**config.mk**
```make
export PLATFORM = sky130hd
export DESIGN_NAME = mem_stall_bridge
export DESIGN_NICKNAME = d
export VERILOG_FILES = /design/src/rtl/uranus_mem_pkg.sv /design/src/rtl/mem_stall_bridge.sv
export SDC_FILE = /design/constraint.sdc
export NUM_CORES = 1
export LEC_CHECK = 0
export BUFFER_PORTS_ARGS = -buffer_cell sky130_fd_sc_hd__buf_2
export CAP_MARGIN = 10
export CORE_MARGIN = 4
export CORE_UTILIZATION = 48
export DETAILED_ROUTE_END_ITERATION = 16
export PLACE_DENSITY = 0.8
export SETUP_SLACK_MARGIN = 0.5
export SLEW_MARGIN = 20
export SYNTH_ARGS = -nofsm -noshare
export SYNTH_HDL_FRONTEND = slang
export SYNTH_SLANG_ARGS = --single-unit
```
**constraint.sdc**
```tcl
create_clock -name clk -period 2 [get_ports clk]
set_clock_uncertainty 0.15 [all_clocks]
set_input_delay 0.2 -clock clk [delete_from_list [all_inputs] [get_ports clk]]
set_output_delay 0.2 -clock clk [all_outputs]
set_load 0.1 [all_outputs]
```
**src/rtl/uranus_mem_pkg.sv**
```systemverilog
// rtl/uranus_mem_pkg.sv - shared types and constants for the memory stall bridge
package uranus_mem_pkg;

    typedef enum logic [1:0] {
        MB_IDLE  = 2'd0,
        MB_ISSUE = 2'd1,
        MB_WAIT  = 2'd2,
        MB_DONE  = 2'd3
    } mb_state_t;

    typedef enum logic {
        SEL_INST = 1'b0,
        SEL_DATA = 1'b1
    } mb_sel_t;

    // Byte-offset bits cleared to form a word-aligned bus address
    localparam logic [1:0] WORD_ALIGN_MASK = 2'b11;

endpackage

```
**src/rtl/mem_stall_bridge.sv**
```systemverilog
// rtl/mem_stall_bridge.sv - merges fetch and data ports onto one stalling memory bus
module mem_stall_bridge
    import uranus_mem_pkg::*;
#(
    parameter int ADDR_WIDTH = 32,
    parameter int DATA_WIDTH = 32
) (
    input  logic                    clk,
    input  logic                    rst,
    input  logic                    rom_en,
    input  logic [ADDR_WIDTH-1:0]   rom_addr,
    output logic [DATA_WIDTH-1:0]   rom_read_data,
    input  logic                    ram_en,
    input  logic [DATA_WIDTH/8-1:0] ram_write_en,
    input  logic [ADDR_WIDTH-1:0]   ram_addr,
    input  logic [DATA_WIDTH-1:0]   ram_write_data,
    output logic [DATA_WIDTH-1:0]   ram_read_data,
    output logic                    stall_all,
    output logic                    mem_req,
    input  logic                    mem_gnt,
    output logic [DATA_WIDTH/8-1:0] mem_we,
    output logic [ADDR_WIDTH-1:0]   mem_addr,
    output logic [DATA_WIDTH-1:0]   mem_wdata,
    input  logic                    mem_rvalid,
    input  logic [DATA_WIDTH-1:0]   mem_rdata
);

    localparam int BE_WIDTH = DATA_WIDTH / 8;
    localparam logic [ADDR_WIDTH-1:0] ALIGN_CLEAR = ~{{(ADDR_WIDTH-2){1'b0}}, WORD_ALIGN_MASK};

    mb_state_t             state;
    mb_state_t             state_next;
    logic                  pend_d;
    logic                  pend_i;
    logic [ADDR_WIDTH-1:0] rom_addr_q;
    logic [ADDR_WIDTH-1:0] ram_addr_q;
    logic [BE_WIDTH-1:0]   ram_we_q;
    logic [DATA_WIDTH-1:0] ram_wdata_q;
    mb_sel_t               sel;
    logic                  req_any;
    logic                  rsp_take;

    assign req_any  = rom_en | ram_en;
    // Data access always wins while it is still pending
    assign sel      = pend_d ? SEL_DATA : SEL_INST;
    // Responses only count while waiting; rvalid in IDLE/ISSUE/DONE is noise
    assign rsp_take = (state == MB_WAIT) && mem_rvalid;

    // State register
    always_ff @(posedge clk) begin
        if (rst) begin
            state <= MB_IDLE;
        end else begin
            state <= state_next;
        end
    end

    // Next state, core stall and bus request mux
    always_comb begin
        state_next = state;
        stall_all  = 1'b0;
        mem_req    = 1'b0;
        mem_addr   = '0;
        mem_we     = '0;
        mem_wdata  = '0;
        case (state)
            MB_IDLE: begin
                stall_all = req_any;
                if (req_any) begin
                    state_next = MB_ISSUE;
                end
            end
            MB_ISSUE: begin
                stall_all = 1'b1;
                mem_req   = 1'b1;
                if (sel == SEL_DATA) begin
                    mem_addr  = ram_addr_q & ALIGN_CLEAR;
                    mem_we    = ram_we_q;
                    mem_wdata = ram_wdata_q;
                end else begin
                    mem_addr  = rom_addr_q & ALIGN_CLEAR;
                end
                if (mem_gnt) begin
                    state_next = MB_WAIT;
                end
            end
            MB_WAIT: begin
                stall_all = 1'b1;
                if (mem_rvalid) begin
                    // A fetch is only served after the data access, so only a
                    // finished data access can leave a fetch behind
                    state_next = (sel == SEL_DATA && pend_i) ? MB_ISSUE : MB_DONE;
                end
            end
            MB_DONE: begin
                // Core advances on this edge; its enables still show the old request
                state_next = MB_IDLE;
            end
            default: begin
                state_next = MB_IDLE;
            end
        endcase
    end

    // Capture the core request in IDLE and retire pending flags on each response
    always_ff @(posedge clk) begin
        if (rst) begin
            pend_d      <= 1'b0;
            pend_i      <= 1'b0;
            rom_addr_q  <= '0;
            ram_addr_q  <= '0;
            ram_we_q    <= '0;
            ram_wdata_q <= '0;
        end else if (state == MB_IDLE && req_any) begin
            pend_d      <= ram_en;
            pend_i      <= rom_en;
            rom_addr_q  <= rom_addr;
            ram_addr_q  <= ram_addr;
            ram_we_q    <= ram_write_en;
            ram_wdata_q <= ram_write_data;
        end else if (rsp_take) begin
            if (sel == SEL_DATA) begin
                pend_d <= 1'b0;
            end else begin
                pend_i <= 1'b0;
            end
        end
    end

    // Read-data registers hold until the next read of their own port
    always_ff @(posedge clk) begin
        if (rst) begin
            rom_read_data <= '0;
            ram_read_data <= '0;
        end else if (rsp_take) begin
            if (sel == SEL_DATA) begin
                if (ram_we_q == '0) begin
                    ram_read_data <= mem_rdata;
                end
            end else begin
                rom_read_data <= mem_rdata;
            end
        end
    end

endmodule

```
==> flow_summary.yaml, run 1 <==
status:
  stop_error: "[ERROR DPL-0038] Utilization greater than 100%, impossible to legalize"
  status: "aborted with a tool error"
  stop_stage: "5_1_grt"
synthesis:
  ys_types: 30
  avgSynthCellArea_um2: 7.84
  netlist_top_cells_area: "dfxtp_1 (49%), nand2_1 (15%), a21oi_1 (12%), mux2i_1 (4.5%), and3_1 (3.5%)"
  ys_ff_latch: 164
  synthSimpleGateAreaFrac_pct: 24.7
  synth_mux_area_share_pct: 4.49
  synth_top_area_share_pct: 49.1
  yosysTopAreaCell: "dfxtp_1"
  synth_compound_area_share_pct: 15.3
  synth_top_family_by_area: "simple AND/OR/NAND/NOR gates"
  synth_warnings: 0
  ys_seq_area_share_pct: 49.1
  synthCells: 852
  synthXorXnorAreaFrac_pct: 0
  synth_adder_area_share_pct: 0.749
  synth_area_mm2: 0.00668
floorplanning:
  die_x_um: 126
  die_y_um: 126
  rows: 42
  ios: 272
  initial_core_util_pct: 49.7
clocking:
  h-tree-depth: 4
  clock_sinks: 164
  cts.path.max_buffers: 2
  cts_root_buf: "clkbuf_16"
  cts_buffers: 17
place:
  place_area_mm2: 0.00961
  gp_congestion: 0.848
  place_hpwl_um: 14300
  port_buffers: 265
  dp.cells: 1236
timing:
  crit_endpoint: "mem_addr[7]"
  worst-ep-kind: "top-level output"
global_route:
  grt_max_degree: 68
[metrics by stage]
| step | setup WS, ns | hold slack (ns) |
|---|---|---|
| 2_1_floorplan | -0.000130 | 0.186 |
| 3_3_place_gp | 0.277 | 0.289 |
| 3_5_place_dp | 0.229 | 0.295 |
| 4_1_cts | -0.0137 | 0.0349 |
[synthesized netlist by cell type]
cell and instances:
a21oi_1 162, nand2b_1 2, a31oi_1 1, or3_4 1, ha_1 4, buf_2 27, nor3_1 1, conb_1 1
nand4b_1 1, and3_1 37, nand3b_1 1, a32oi_1 1, inv_1 2, mux2i_1 30, a311oi_2 1, dfxtp_1 164
o21a_1 2, clkbuf_1 41, nor2_1 4, nand2_1 260, o21ai_2 1, nand3_1 34, nor2b_1 30, and4b_1 1
buf_6 1, and3b_1 1, or3b_1 1, buf_4 8, o21ai_1 4, o21ai_0 28
[cells by family after synthesis]
| family | Yosys count |
|---|---|
| mux | 30 |
| fa+ha+maj | 4 |
| compound gates | 200 |
| other cells | 1 |
| flops | 164 |
| simple gates | 374 |
| buf+inv | 79 |
[repair_timing]
action	CTS
pin swaps	52
resized for setup	116
buffers inserted	24
setup endpoints to repair	296
cloned	12
hold buffers	130
hold endpoints to repair	161
==> inputs of run 2 (changes only) <==
Settings changed: CORE_UTILIZATION 48 to 40, PLACE_DENSITY 0.8 to default, PLACE_DENSITY_LB_ADDON from default to 0.15, SETUP_SLACK_MARGIN 0.5 to default.
==> run 2 against run 1 <==
  * The flow now finishes without violations
  * Synthesized cell count did not move
  * Synthesized area did not move
==> flow_summary.yaml, run 2 <==
final_layout:
  layout_commonest_cell: "nand2_1"
  post-route-util_pct: 72.4
  fin_nets: 1356
  diodes: 0
  stdcell_area_mm2: 0.0117
  syn2layout_area_growth_pct: 74.6
  drive_above_1_share_pct: 33.5
  largestRegisters: "ram_read_data x32, ram_wdata_q x32, rom_read_data x32"
  mostFrequentLayoutCells: "nand2_1 (260), buf_2 (196), a21oi_1 (162), dfxtp_1 (161), dlygate4sd3_1 (132)"
timing:
  relSlewSlack_pct: 54.2
  holdWs_ns: 0.0538
  hold_violations: 0
  max_freq_ghz: 0.504
  final.setup.tns_ns: 0
  fin_crit_sh_pct: 99.3
  period_needed_ns: 1.99
  setup_viol: 0
  rsz0062_at_grt: "true"
  worst_pin_slew_ns: 0.684
  slew_viol_final: 0
status:
  status: "finished, final reports clean"
global_route:
  grt_usage_pct: 24.4
  antenna_found_initial: 0
  overflow: 0
  grt_max_degree: 66
  grt_pass1_vias: 7233
  grt_pass1_wl_um: 36500
critical_path:
  arrival_ns: 1.64
  worst_ep_required_time_ns: 1.65
  cp-start-kind: "flop"
  critPathKind: "flop to output pin"
  path_max_fanout: 25
  critPathCaptureType: "output pin"
clocking:
  clkLatencyLatePin_ns: 0.41
  h-tree-depth: 4
  cts_tree: "done"
  clock_sinks: 164
  cts_root_buf: "clkbuf_16"
  cts.path.max_buffers: 2
  path_clk_slew_ns: 0.06
  cts_buffers: 17
floorplanning:
  die_y_um: 137
  rows: 46
  ios: 272
  die_area_mm2: 0.0188
  initial_core_util_pct: 41.5
  core_mm2: 0.0161
  die_x_um: 137
synthesis:
  synthCells: 852
  synth_area_mm2: 0.00668
  netlist_top_cells_area: "dfxtp_1 (49%), nand2_1 (15%), a21oi_1 (12%), mux2i_1 (4.5%), and3_1 (3.5%)"
  synth.top_cells.by_count: "nand2_1 (260), dfxtp_1 (164), a21oi_1 (162)"
  async_flop_share_pct: 0
  ys_ff_latch: 164
  post-synth-top-count-cell: "nand2_1"
  synth_edf_count: 0
  synthFlopType: "dfxtp_1"
  ys_seq_area_share_pct: 49.1
  synth_warnings: 0
  synth_top_area_share_pct: 49.1
  avgSynthCellArea_um2: 7.84
  ys_types: 30
  yosysTopAreaCell: "dfxtp_1"
route:
  viasPerCell: 5.03
  drt_iter0_drc: 373
  vias: 7256
  drc_errors: 0
  ant_nets: 0
  first_pass_iters: 4
  routedWlPerCell_um: 16.0
  drt_wl_total_um: 23100
place:
  place_area_mm2: 0.00963
  place_hpwl_um: 14100
  gp_congestion: 0.794
  port_buffers: 265
power:
  swShare_pct: 41.5
  power_mw: 14.5
  combPwrFrac_pct: 46.6
  pwr-share-seq_pct: 29.1
  power.leakage_nw: 4.81
  p_switching_mw: 6.04
  power_frac_clock_pct: 24.3
  p_per_area_mw_per_mm2: 1250
  intPower_mw: 8.50
  ir_drop_mv: 0.855
run:
  cap_viol_max_count: 0
min_path:
  hold_path.class: "primary input to flop"
-- run 2: cell counts after synthesis --
Identical to the previous run, type by type.
-- run 2: metrics by stage --
stage               setup WS [ns]  std cells
finish                     0.0143       1443
CTS                       -0.0318       1443
global placement            0.232       1278
global route              -0.0552       1443
floorplan               -0.000269        853
detailed placement          0.231       1278
-- run 2: what timing repair did --
item / 4_1_cts / 5_1_grt
hold endpoints to repair: 162 / 0
gates resized for setup: 4 / 14
pin swaps: 0 / 4
hold buffers: 132 / 0
setup endpoints to repair: 19 / 92
setup buffers: 1 / 0
-- run 2: cells by family (layout without fill, tap and decap cells) --
group	Yosys count	count (layout)	synth area share, %
AOI/OAI and AO/OA	200	200	15.3
and+or+nand+nor	374	374	24.7
muxes	30	30	4.49
DFF	164	164	49.1
other	1	2	0.0561
buffers and inverters	79	453	5.50
adders and majority gates	4	4	0.749
-- run 2: final cells by class --
type | count | area [µm²]
well taps | 216 | 270
clock inverters | 13 | 195
repair buffers | 419 | 4010
fillers | 1195 | 4450
multi-input cells | 610 | 3450
inverters | 2 | 7.51
flip-flops and latches | 164 | 3290
clock buffers | 19 | 443
-- run 2: layer usage --
metal	up-vias	global-route usage, %	part of all wire, %
met5	-	0	0
met2	256	42.6	50
met1	3405	27.7	39
li1	3548	-	-
met4	0	8.09	2.5
met3	47	8.84	8.3
-- run 2: worst max-delay path: stages (launching register included) --
cell     delay (ns)
dfxtp_4        0.39
buf_12         0.24
mux2i_2        0.34
nor2b_4        0.07
buf_12         0.17
-- run 2: final timing paths --
check	slack, ns	start	end	cells after the start
hold / removal	0.05	mem_gnt	state[0]	4
setup / recovery	0.01	pend_d	mem_addr[13]	4
hold reg to reg	0.30	ram_wdata_q[6]	ram_wdata_q[6]	2
setup reg to reg	0.18	state[0]	ram_addr_q[12]	7
-- run 2: power groups by stage --
stage	combinational [mW]	clock [mW]	sequential, mW
after floorplan	4.08	0	4.75
after global placement	6.42	0	4.23
after detailed placement	6.45	0	4.26
after CTS	6.72	3.61	4.19
after global routing	7.25	3.75	4.30
final	6.77	3.53	4.23
Power figures use the tool's default switching activity.
==> inputs of run 3 (changes only) <==
Settings changed: SLEW_MARGIN 20 to default.
Clock period 2 ns to 2.4 ns, I/O delays scaled along.
==> run 3 against run 2 <==
  * Sequential power fell by 17%
  * Critical path depth unchanged
  * First-iteration DRC count fell by 13%
  * Sequential cell count unchanged
  * Worst setup slack improved by 0.097 ns
  * Non-clock buffer count down 5
  * Global-route usage fell by 0.89 points
  * Cell area down 2.4%
  * Critical endpoint is now mem_addr[30]
  * Largest power group unchanged
==> flow_summary.yaml, run 3 (synthesis gave the netlist of run 2 again) <==
status:
  status: "finished, final reports clean"
clocking:
  cts_root_buf: "clkbuf_16"
  clkLatencyLatePin_ns: 0.42
  path_clk_slew_ns: 0.07
  cts.path.max_buffers: 2
  clock_sinks: 164
  h-tree-depth: 4
  cts_tree: "done"
  cts_buffers: 17
global_route:
  grt_pass1_vias: 7127
  grt_pass1_wl_um: 35200
  overflow: 0
  grt_usage_pct: 23.5
  grt_max_degree: 87
  antenna_found_initial: 1
floorplanning:
  die_area_mm2: 0.0188
  ios: 272
  rows: 46
  die_x_um: 137
  core_mm2: 0.0161
  initial_core_util_pct: 41.5
  die_y_um: 137
power:
  power.leakage_nw: 4.79
  power_mw: 11.8
  ir_drop_mv: 0.652
  p_per_area_mw_per_mm2: 1040
place:
  post-place-ws_ns: 0.342
  gp_congestion: 0.769
  place_area_mm2: 0.00942
  place_hpwl_um: 14000
  port_buffers: 265
critical_path:
  cp_slowest_cell: "dfxtp_2"
  arrival_ns: 1.90
  crit_path_max_incr_delay_ns: 0.50
  rr_worst_depth: 6
  worst_ep_required_time_ns: 2.01
  critPathCaptureType: "output pin"
  cp-start-kind: "flop"
  critPathKind: "flop to output pin"
  cp_cell_sequence: "buf_4 > mux2i_1 > nor2b_4 > buf_12"
  path_max_fanout: 14
timing:
  period_needed_ns: 2.29
  setup_viol: 0
  fin_crit_sh_pct: 95.4
  slew_viol_final: 0
  layout_setup_ws_ns: 0.111
  final.setup.tns_ns: 0
  rsz0062_at_grt: "false"
  max_freq_ghz: 0.437
  relSlewSlack_pct: 28.0
  hold_violations: 0
  worst_pin_slew_ns: 1.08
final_layout:
  stdcell_area_mm2: 0.0114
  layout_commonest_cell: "nand2_1"
  drive_above_1_share_pct: 30.0
  fin_nets: 1351
  syn2layout_area_growth_pct: 70.4
  mostFrequentLayoutCells: "nand2_1 (260), buf_2 (197), dfxtp_1 (163), a21oi_1 (162), dlygate4sd3_1 (129)"
  largestRegisters: "ram_read_data x32, ram_wdata_q x32, rom_read_data x32"
min_path:
  hold_path.class: "primary input to flop"
  hold_depth: 4
route:
  drt_wl_total_um: 22700
  drc_errors: 0
  ant_nets: 0
  vias: 7177
  viasPerCell: 4.99
  first_pass_iters: 5
  drt_iter0_drc: 326
  routedWlPerCell_um: 15.8
run:
  cap_viol_max_count: 0
## run 3: changes by cell type in the layout (fill, tap and decap cells not counted), sizes merged
cell | previous run | this run
dlygate4sd3 | 132 | 129
diode | 0 | 1
clkbuf | 19 | 17
clkinv | 1 | 5
bufinv | 4 | 5
buf | 287 | 285
inv | 8 | 5
## run 3: layer usage
metal,track usage [%],routed length [µm]
met5,0,0
met1,26.6,8980
met2,40.1,11100
met3,8.14,1860
met4,10.6,797
## run 3: layout make-up
type,count,area [µm²]
clock inverter,15,228
antenna,1,2.50
fill,1227,4730
tap,216,270
inverter,2,7.51
timing repair buffer,414,3850
clock buffer,17,425
sequential,164,3280
multi-input combinational,610,3310
## run 3: worst paths after layout
| check | slack [ns] | from | endpoint |
|---|---|---|---|
| worst max-delay path | 0.11 | pend_d | mem_addr[30] |
| worst max register to register | 0.42 | state[0] | ram_addr_q[14] |
| worst min register to register | 0.30 | ram_wdata_q[1] | ram_wdata_q[1] |
| worst min-delay path | 0.02 | mem_rvalid | pend_d |
## run 3: critical path: cells and delay by family, from the launching register on
kind / cells / cell delay [ns]
flops: 1 / 0.50
simple gates: 1 / 0.08
mux: 1 / 0.37
buf+inv: 2 / 0.51
## run 3: stage by stage
step	util (%)	std cells	hold WS, ns
after CTS	70.5	1437	0.00709
after global placement	58.5	1276	0.287
after floorplan	-	853	0.226
final	70.7	1439	0.0185
after global routing	70.7	1439	0.0142
after detailed placement	58.5	1276	0.293
## run 3: where the power goes
part | total [mW] | switching, mW | leakage, nW | internal (mW)
clock network | 3.02 | 1.17 | 0.314 | 1.86
logic | 5.32 | 3.50 | 3.13 | 1.82
registers | 3.51 | 0.286 | 1.34 | 3.22
total | 11.8 | 4.95 | 4.79 | 6.90
## run 3: timing repair
action | 4_1_cts | 5_1_grt
setup endpoints to repair | 0 | 15
resized for setup | 0 | 2
buffers inserted | 0 | 1
hold endpoints to repair | 161 | 0
hold buffers | 129 | 0
